**src/rtl/mdu_pkg.sv**
```systemverilog
// rtl/mdu_pkg.sv - op codes, FSM states and magnitude helper for the multiply/divide unit
package mdu_pkg;

  typedef enum logic [2:0] {
    MULT  = 3'd0,
    MULTU = 3'd1,
    DIV   = 3'd2,
    DIVU  = 3'd3,
    MTHI  = 3'd4,
    MTLO  = 3'd5
  } op_t;

  typedef enum logic [1:0] {
    IDLE = 2'd0,
    RUN  = 2'd1,
    FIX  = 2'd2
  } state_t;

  // Expects a sign-extended operand; the most-negative value yields its unsigned magnitude.
  function automatic logic [63:0] mag64(input logic [63:0] v);
    return v[63] ? (~v + 64'd1) : v;
  endfunction

endpackage

```
**src/rtl/mdu_step.sv**
```systemverilog
// rtl/mdu_step.sv - one iteration of shift-add multiply or restoring divide
module mdu_step
  import mdu_pkg::*;
#(
  parameter int WIDTH = 32
) (
  input  logic             is_div,
  input  logic [WIDTH-1:0] hi_in,
  input  logic [WIDTH-1:0] lo_in,
  input  logic [WIDTH-1:0] m_in,
  output logic [WIDTH-1:0] hi_out,
  output logic [WIDTH-1:0] lo_out
);

  logic [WIDTH:0] sum;
  logic [WIDTH:0] shifted;
  logic [WIDTH:0] diff;

  // Multiply: lo holds the multiplier LSB-first; divide: lo holds the dividend MSB-first
  always_comb begin
    sum     = {1'b0, hi_in} + (lo_in[0] ? {1'b0, m_in} : '0);
    shifted = {hi_in, lo_in[WIDTH-1]};
    diff    = shifted - {1'b0, m_in};
    if (is_div) begin
      if (shifted >= {1'b0, m_in}) begin
        hi_out = diff[WIDTH-1:0];
        lo_out = {lo_in[WIDTH-2:0], 1'b1};
      end else begin
        hi_out = shifted[WIDTH-1:0];
        lo_out = {lo_in[WIDTH-2:0], 1'b0};
      end
    end else begin
      hi_out = sum[WIDTH:1];
      lo_out = {sum[0], lo_in[WIDTH-1:1]};
    end
  end

endmodule

```
**src/rtl/mult_div_unit.sv**
```systemverilog
// rtl/mult_div_unit.sv - iterative multiply/divide unit with architectural HI/LO registers
module mult_div_unit
  import mdu_pkg::*;
#(
  parameter int WIDTH = 32
) (
  input  logic             clk,
  input  logic             rst_n,
  input  logic             start,
  input  logic [2:0]       op,
  input  logic [WIDTH-1:0] a,
  input  logic [WIDTH-1:0] b,
  output logic             busy,
  output logic             done,
  output logic [WIDTH-1:0] hi,
  output logic [WIDTH-1:0] lo
);

  localparam int CW = $clog2(WIDTH);

  state_t           state_q, state_d;
  logic [CW-1:0]    cnt_q, cnt_d;
  logic [WIDTH-1:0] wh_q, wh_d, wl_q, wl_d, m_q, m_d;
  logic [WIDTH-1:0] hi_q, hi_d, lo_q, lo_d;
  logic             is_div_q, is_div_d, neg_lo_q, neg_lo_d, neg_hi_q, neg_hi_d;
  logic             done_q, done_d, busy_q;

  logic [WIDTH-1:0]   step_hi, step_lo, mag_a, mag_b, src_a, src_b;
  logic               signed_op, sign_a, sign_b;
  logic [2*WIDTH-1:0] prod;

  assign signed_op = (op == MULT) || (op == DIV);
  assign sign_a    = signed_op & a[WIDTH-1];
  assign sign_b    = signed_op & b[WIDTH-1];
  assign mag_a     = WIDTH'(mag64(64'($signed(a))));
  assign mag_b     = WIDTH'(mag64(64'($signed(b))));
  assign src_a     = signed_op ? mag_a : a;
  assign src_b     = signed_op ? mag_b : b;

  mdu_step #(.WIDTH(WIDTH)) u_step (
    .is_div (is_div_q),
    .hi_in  (wh_q),
    .lo_in  (wl_q),
    .m_in   (m_q),
    .hi_out (step_hi),
    .lo_out (step_lo)
  );

  always_comb begin
    state_d  = state_q;
    cnt_d    = cnt_q;
    wh_d     = wh_q;
    wl_d     = wl_q;
    m_d      = m_q;
    is_div_d = is_div_q;
    neg_lo_d = neg_lo_q;
    neg_hi_d = neg_hi_q;
    hi_d     = hi_q;
    lo_d     = lo_q;
    done_d   = 1'b0;
    prod     = neg_lo_q ? -{wh_q, wl_q} : {wh_q, wl_q};
    case (state_q)
      IDLE: begin
        if (start) begin
          case (op_t'(op))
            MULT, MULTU: begin
              state_d  = RUN;
              cnt_d    = CW'(WIDTH - 1);
              is_div_d = 1'b0;
              wh_d     = '0;
              wl_d     = src_b;
              m_d      = src_a;
              neg_lo_d = sign_a ^ sign_b;
              neg_hi_d = 1'b0;
            end
            DIV, DIVU: begin
              state_d  = RUN;
              cnt_d    = CW'(WIDTH - 1);
              is_div_d = 1'b1;
              wh_d     = '0;
              wl_d     = src_a;
              m_d      = src_b;
              // Divide by zero: quotient stays all ones, remainder re-signs back to a
              neg_lo_d = (sign_a ^ sign_b) & (b != '0);
              neg_hi_d = sign_a;
            end
            MTHI: begin
              hi_d   = a;
              done_d = 1'b1;
            end
            MTLO: begin
              lo_d   = a;
              done_d = 1'b1;
            end
            default: done_d = 1'b1;
          endcase
        end
      end
      RUN: begin
        wh_d = step_hi;
        wl_d = step_lo;
        if (cnt_q == '0) state_d = FIX;
        else             cnt_d   = cnt_q - CW'(1);
      end
      FIX: begin
        if (is_div_q) begin
          lo_d = neg_lo_q ? -wl_q : wl_q;
          hi_d = neg_hi_q ? -wh_q : wh_q;
        end else begin
          {hi_d, lo_d} = prod;
        end
        done_d  = 1'b1;
        state_d = IDLE;
      end
      default: state_d = IDLE;
    endcase
  end

  always_ff @(posedge clk or negedge rst_n) begin
    if (!rst_n) begin
      state_q  <= IDLE;
      cnt_q    <= '0;
      wh_q     <= '0;
      wl_q     <= '0;
      m_q      <= '0;
      is_div_q <= 1'b0;
      neg_lo_q <= 1'b0;
      neg_hi_q <= 1'b0;
      hi_q     <= '0;
      lo_q     <= '0;
      done_q   <= 1'b0;
      busy_q   <= 1'b0;
    end else begin
      state_q  <= state_d;
      cnt_q    <= cnt_d;
      wh_q     <= wh_d;
      wl_q     <= wl_d;
      m_q      <= m_d;
      is_div_q <= is_div_d;
      neg_lo_q <= neg_lo_d;
      neg_hi_q <= neg_hi_d;
      hi_q     <= hi_d;
      lo_q     <= lo_d;
      done_q   <= done_d;
      busy_q   <= (state_d != IDLE);
    end
  end

  assign busy = busy_q;
  assign done = done_q;
  assign hi   = hi_q;
  assign lo   = lo_q;

endmodule

```
**config.mk**
```make
export PLATFORM = sky130hd
export DESIGN_NAME = mult_div_unit
export DESIGN_NICKNAME = d
export VERILOG_FILES = /design/src/rtl/mdu_pkg.sv /design/src/rtl/mdu_step.sv /design/src/rtl/mult_div_unit.sv
export SDC_FILE = /design/constraint.sdc
export NUM_CORES = 1
export LEC_CHECK = 0
export BUFFER_PORTS_ARGS = -buffer_cell sky130_fd_sc_hd__buf_2
export CORE_ASPECT_RATIO = 0.5
export CORE_UTILIZATION = 55
export DETAILED_ROUTE_END_ITERATION = 8
export GPL_ROUTABILITY_DRIVEN = 0
export HOLD_SLACK_MARGIN = 0.1
export PLACE_DENSITY = 0.77
export SLEW_MARGIN = 30
export SYNTH_ARGS = -nofsm -noshare
export SYNTH_HDL_FRONTEND = slang
export SYNTH_SLANG_ARGS = --single-unit
```
**constraint.sdc**
```tcl
create_clock -name clk -period 7.71 [get_ports clk]
set_clock_uncertainty 0.15 [all_clocks]
set_input_delay 0.3855 -clock clk [delete_from_list [all_inputs] [get_ports clk]]
set_output_delay 0.3855 -clock clk [all_outputs]
set_load 0.005 [all_outputs]
```
==> summary.txt <==
Clk root buf - clkbuf_16
Critical Path Source Type - flop
Top cell type's share of synthesized area - 28.9%
Slew margin rel. - 33.7%
CTS-repair resized insts - 0
Worst EP required - 7.91 ns
DIE AREA - 27800 µm²
Via count - 15100
#FFs+latches synth - 172
Clock slew at reported path FFs - 0.07 ns
Synth area leaders - dfrtp_1, a21oi_1, xnor2_1
Max-cap violations - 0
P_leak - 7.09 nW
Starting density of the core - 56.2%
Worst-case clock buffer depth - 2
First-pass DRT Iterations - 7
WP buf/inv - 1
CP Capture Type - flop
Main synth FF type - dfrtp_1
Iteration-0 DRC Markers - 1871
Core area - 26500 µm²
Synth cell types - 75
Crit path max-delay family - compound AO/OA/AOI/OAI gates
DRT Wirelength - 50.9 mm
CTS tree - built
Largest net degree at the start of global routing - 86
Post-synth ARST share - 100%
Avg WL per Cell - 21.8 µm
Diode count - 0
Final Cycle Share - 56.2%
Drt via density - 6.47
RSZ-0062 raised after global routing - no
Critical path class - flop to flop
Syn_nets - 2043
Post-DP HPWL - 38.5 mm
Hold Path Class - input port to flop
Slew Limit Fails - 0
Arr. time, crit path - 4.53 ns
Final setup viols - 0
Final Hold Vio Count - 0
Die Span X - 235 µm
Top Ports - 136
Clock sink count - 172
H-Tree Depth - 4
Overflow after GRT - 0
Syn Std Cell Area - 14900 µm²
Status - complete, no violations
P&R area growth vs syn - 10.0%
Register area - 4310 µm²
Placement Cell Area - 15800 µm²
Fmax achieved - 231 MHz
Crit-path cells - and2_1 -> ha_1 -> inv_1 -> fa_1 -> nand2b_1 -> a21oi_1 -> o21ai_0 -> o21ai_0 -> nand2_1 -> o31ai_1 -> a21boi_0 -> mux2i_1 -> nor3_1 -> a221o_1
Seq/Total Area, Yosys - 28.9%
Post-Syn Instances - 1902
Synth area leader - dfrtp_1
EDFF count, synth - 0
Clk_lat worst skew - 0.47 ns
IO Port Bufs - 135
CP peak stage delay - 0.63 ns
DRC - 0
Tightest Pin Transition - 0.992 ns
Slowest cell on crit path - dfrtp_1
Final TNS setup - 0 ns
Gr usage total - 36.2%
Rows - 42
Fillers - 2401
Die H - 118 µm
Final min period - 4.33 ns
Antenna violation net count after detailed routing - 0
Hold_ws - 0.134 ns
Global-route wire length before repair - 77.7 mm
Synthesis Warnings - 0
Fin area - 16400 µm²
Avg Cell Area, Syn - 7.83 µm²
Pwr/cell area - 460 nW/µm²
CP Max Fanout - 9
Multi-input gate area in the final layout - 9950 µm²
Worst path most repeated cell - o21ai_0
Post CTS Setup Buffer Count - 0
Number of global-route vias before repair - 13600
Share of cells above drive strength 1 - 11.8%
Layout Utilization - 61.8%
Antenna violations before repair - 0
Peak VDD IR - 269 µV
Number of CTS-inserted buffers - 17
Nets - 2107
[path summary, 6_finish.rpt]
path,from,to,slack (ns),cells after the start
max,wl_q[0],wh_q[29],3.38,14
min,a[20],hi[20],0.13,3
max reg2reg,wl_q[0],wh_q[29],3.38,14
min reg2reg,cnt_q[4],state_q[1],0.33,1
max in group asynchronous,rst_n,wh_q[13],6.00,3
min in group asynchronous,rst_n,cnt_q[1],0.22,2
[synthesized netlist by cell type, drive strengths merged, types with 41 or more instances]
cell and instances:
nor2 226, a21oi 211, nand2 180, dfrtp 172, o21ai 144, xnor2 106
clkbuf 89, mux2i 84, inv 70, ha 69, xor2 68, nand3 42
a211oi 41
[metal layers]
layer | up-vias | GRT usage [%] | share of wire (%)
li1 | 6970 | - | -
met1 | 7135 | 50.4 | 42
met4 | 0 | 16.8 | 4.6
met3 | 161 | 9.58 | 11
met5 | - | 0 | 0
met2 | 823 | 52.3 | 42
[report_power, final]
group          switching [mW]  internal, mW
clock network           0.409         0.465
logic                    2.79          1.91
registers               0.641          1.34
[sequential cells by signal, indices dropped and copies added, names as in the netlist]
name	flops
busy	1
neg_hi_q	1
wh_q	32
hi	32
done	1
cnt_q	5
lo	32
state_q	2
neg_lo_q	1
is_div_q	1
m_q	32
wl_q	32
[worst min-delay path: cells and delay by family]
kind / cells / cell delay [ns]
buffers and inverters: 1 / 0.13
AO/OA/AOI/OAI: 1 / 0.07
multiplexers: 1 / 0.12
[layout by cell type, fill, tap and decap left out, types with 6 or more instances in the layout]
cell type,Yosys,routed
o221ai_1,9,9
and2_1,14,14
xor2_1,68,68
a221oi_1,7,7
dfrtp_1,172,171
buf_4,0,17
a21o_1,30,30
o21ai_0,139,139
mux2_2,12,12
nand2_1,180,180
o31ai_1,25,25
buf_2,10,134
o22ai_1,19,19
nor3_1,37,36
o211a_1,7,7
and3_1,9,9
mux2i_1,84,84
nor2b_1,9,8
nand2b_1,23,21
o211ai_1,18,18
nand3_1,41,41
a31oi_1,26,26
a211oi_1,41,41
or3_1,14,13
nor4_1,14,12
ha_1,69,69
o21a_1,10,10
nor2_1,226,223
inv_1,70,69
a21oi_1,209,209
clkbuf_16,0,17
xnor2_1,106,106
o41ai_1,6,6
nand4_1,7,7
a22oi_1,12,12
[cell type report]
class                           count  share of cell area (%)
Clock inverter                     12                   0.672
Sequential cell                   172                    26.3
Clock buffer                       20                    2.79
Multi-Input combinational cell   1549                    60.7
Inverter                           70                    1.60
Timing Repair Buffer              156                    5.30
Tap cell                          352                    2.69
[metrics by stage]
stage | setup slack [ns] | power, mW | cells
after detailed placement | 3.21 | 6.49 | 2296
after CTS | 3.16 | 7.38 | 2330
final | 3.38 | 7.55 | 2331
after global routing | 3.12 | 8.05 | 2331
after global placement | 3.30 | 6.40 | 2296
after floorplan | 4.30 | 5.13 | 1902
[timing repair]
action,CTS,global route
hold endpoints to repair,35,0
endpoints found under the setup margin,0,0
hold buffers,2,0
[kinds of logic (layout without fill, tap and decap cells)]
logic type               count (synthesis)  in the layout  share of synthesized area, %
XOR/XNOR                               174            174                          10.2
AO/OA/AOI/OAI                          601            601                          24.8
adder cells (fa/ha/maj)                 71             71                          6.06
buffers and inverters                  181            258                          4.69
multiplexers                            96             96                          6.55
AND/OR/NAND/NOR                        607            607                          18.8
flip-flops                             172            172                          28.9
Power figures use the tool's default switching activity.
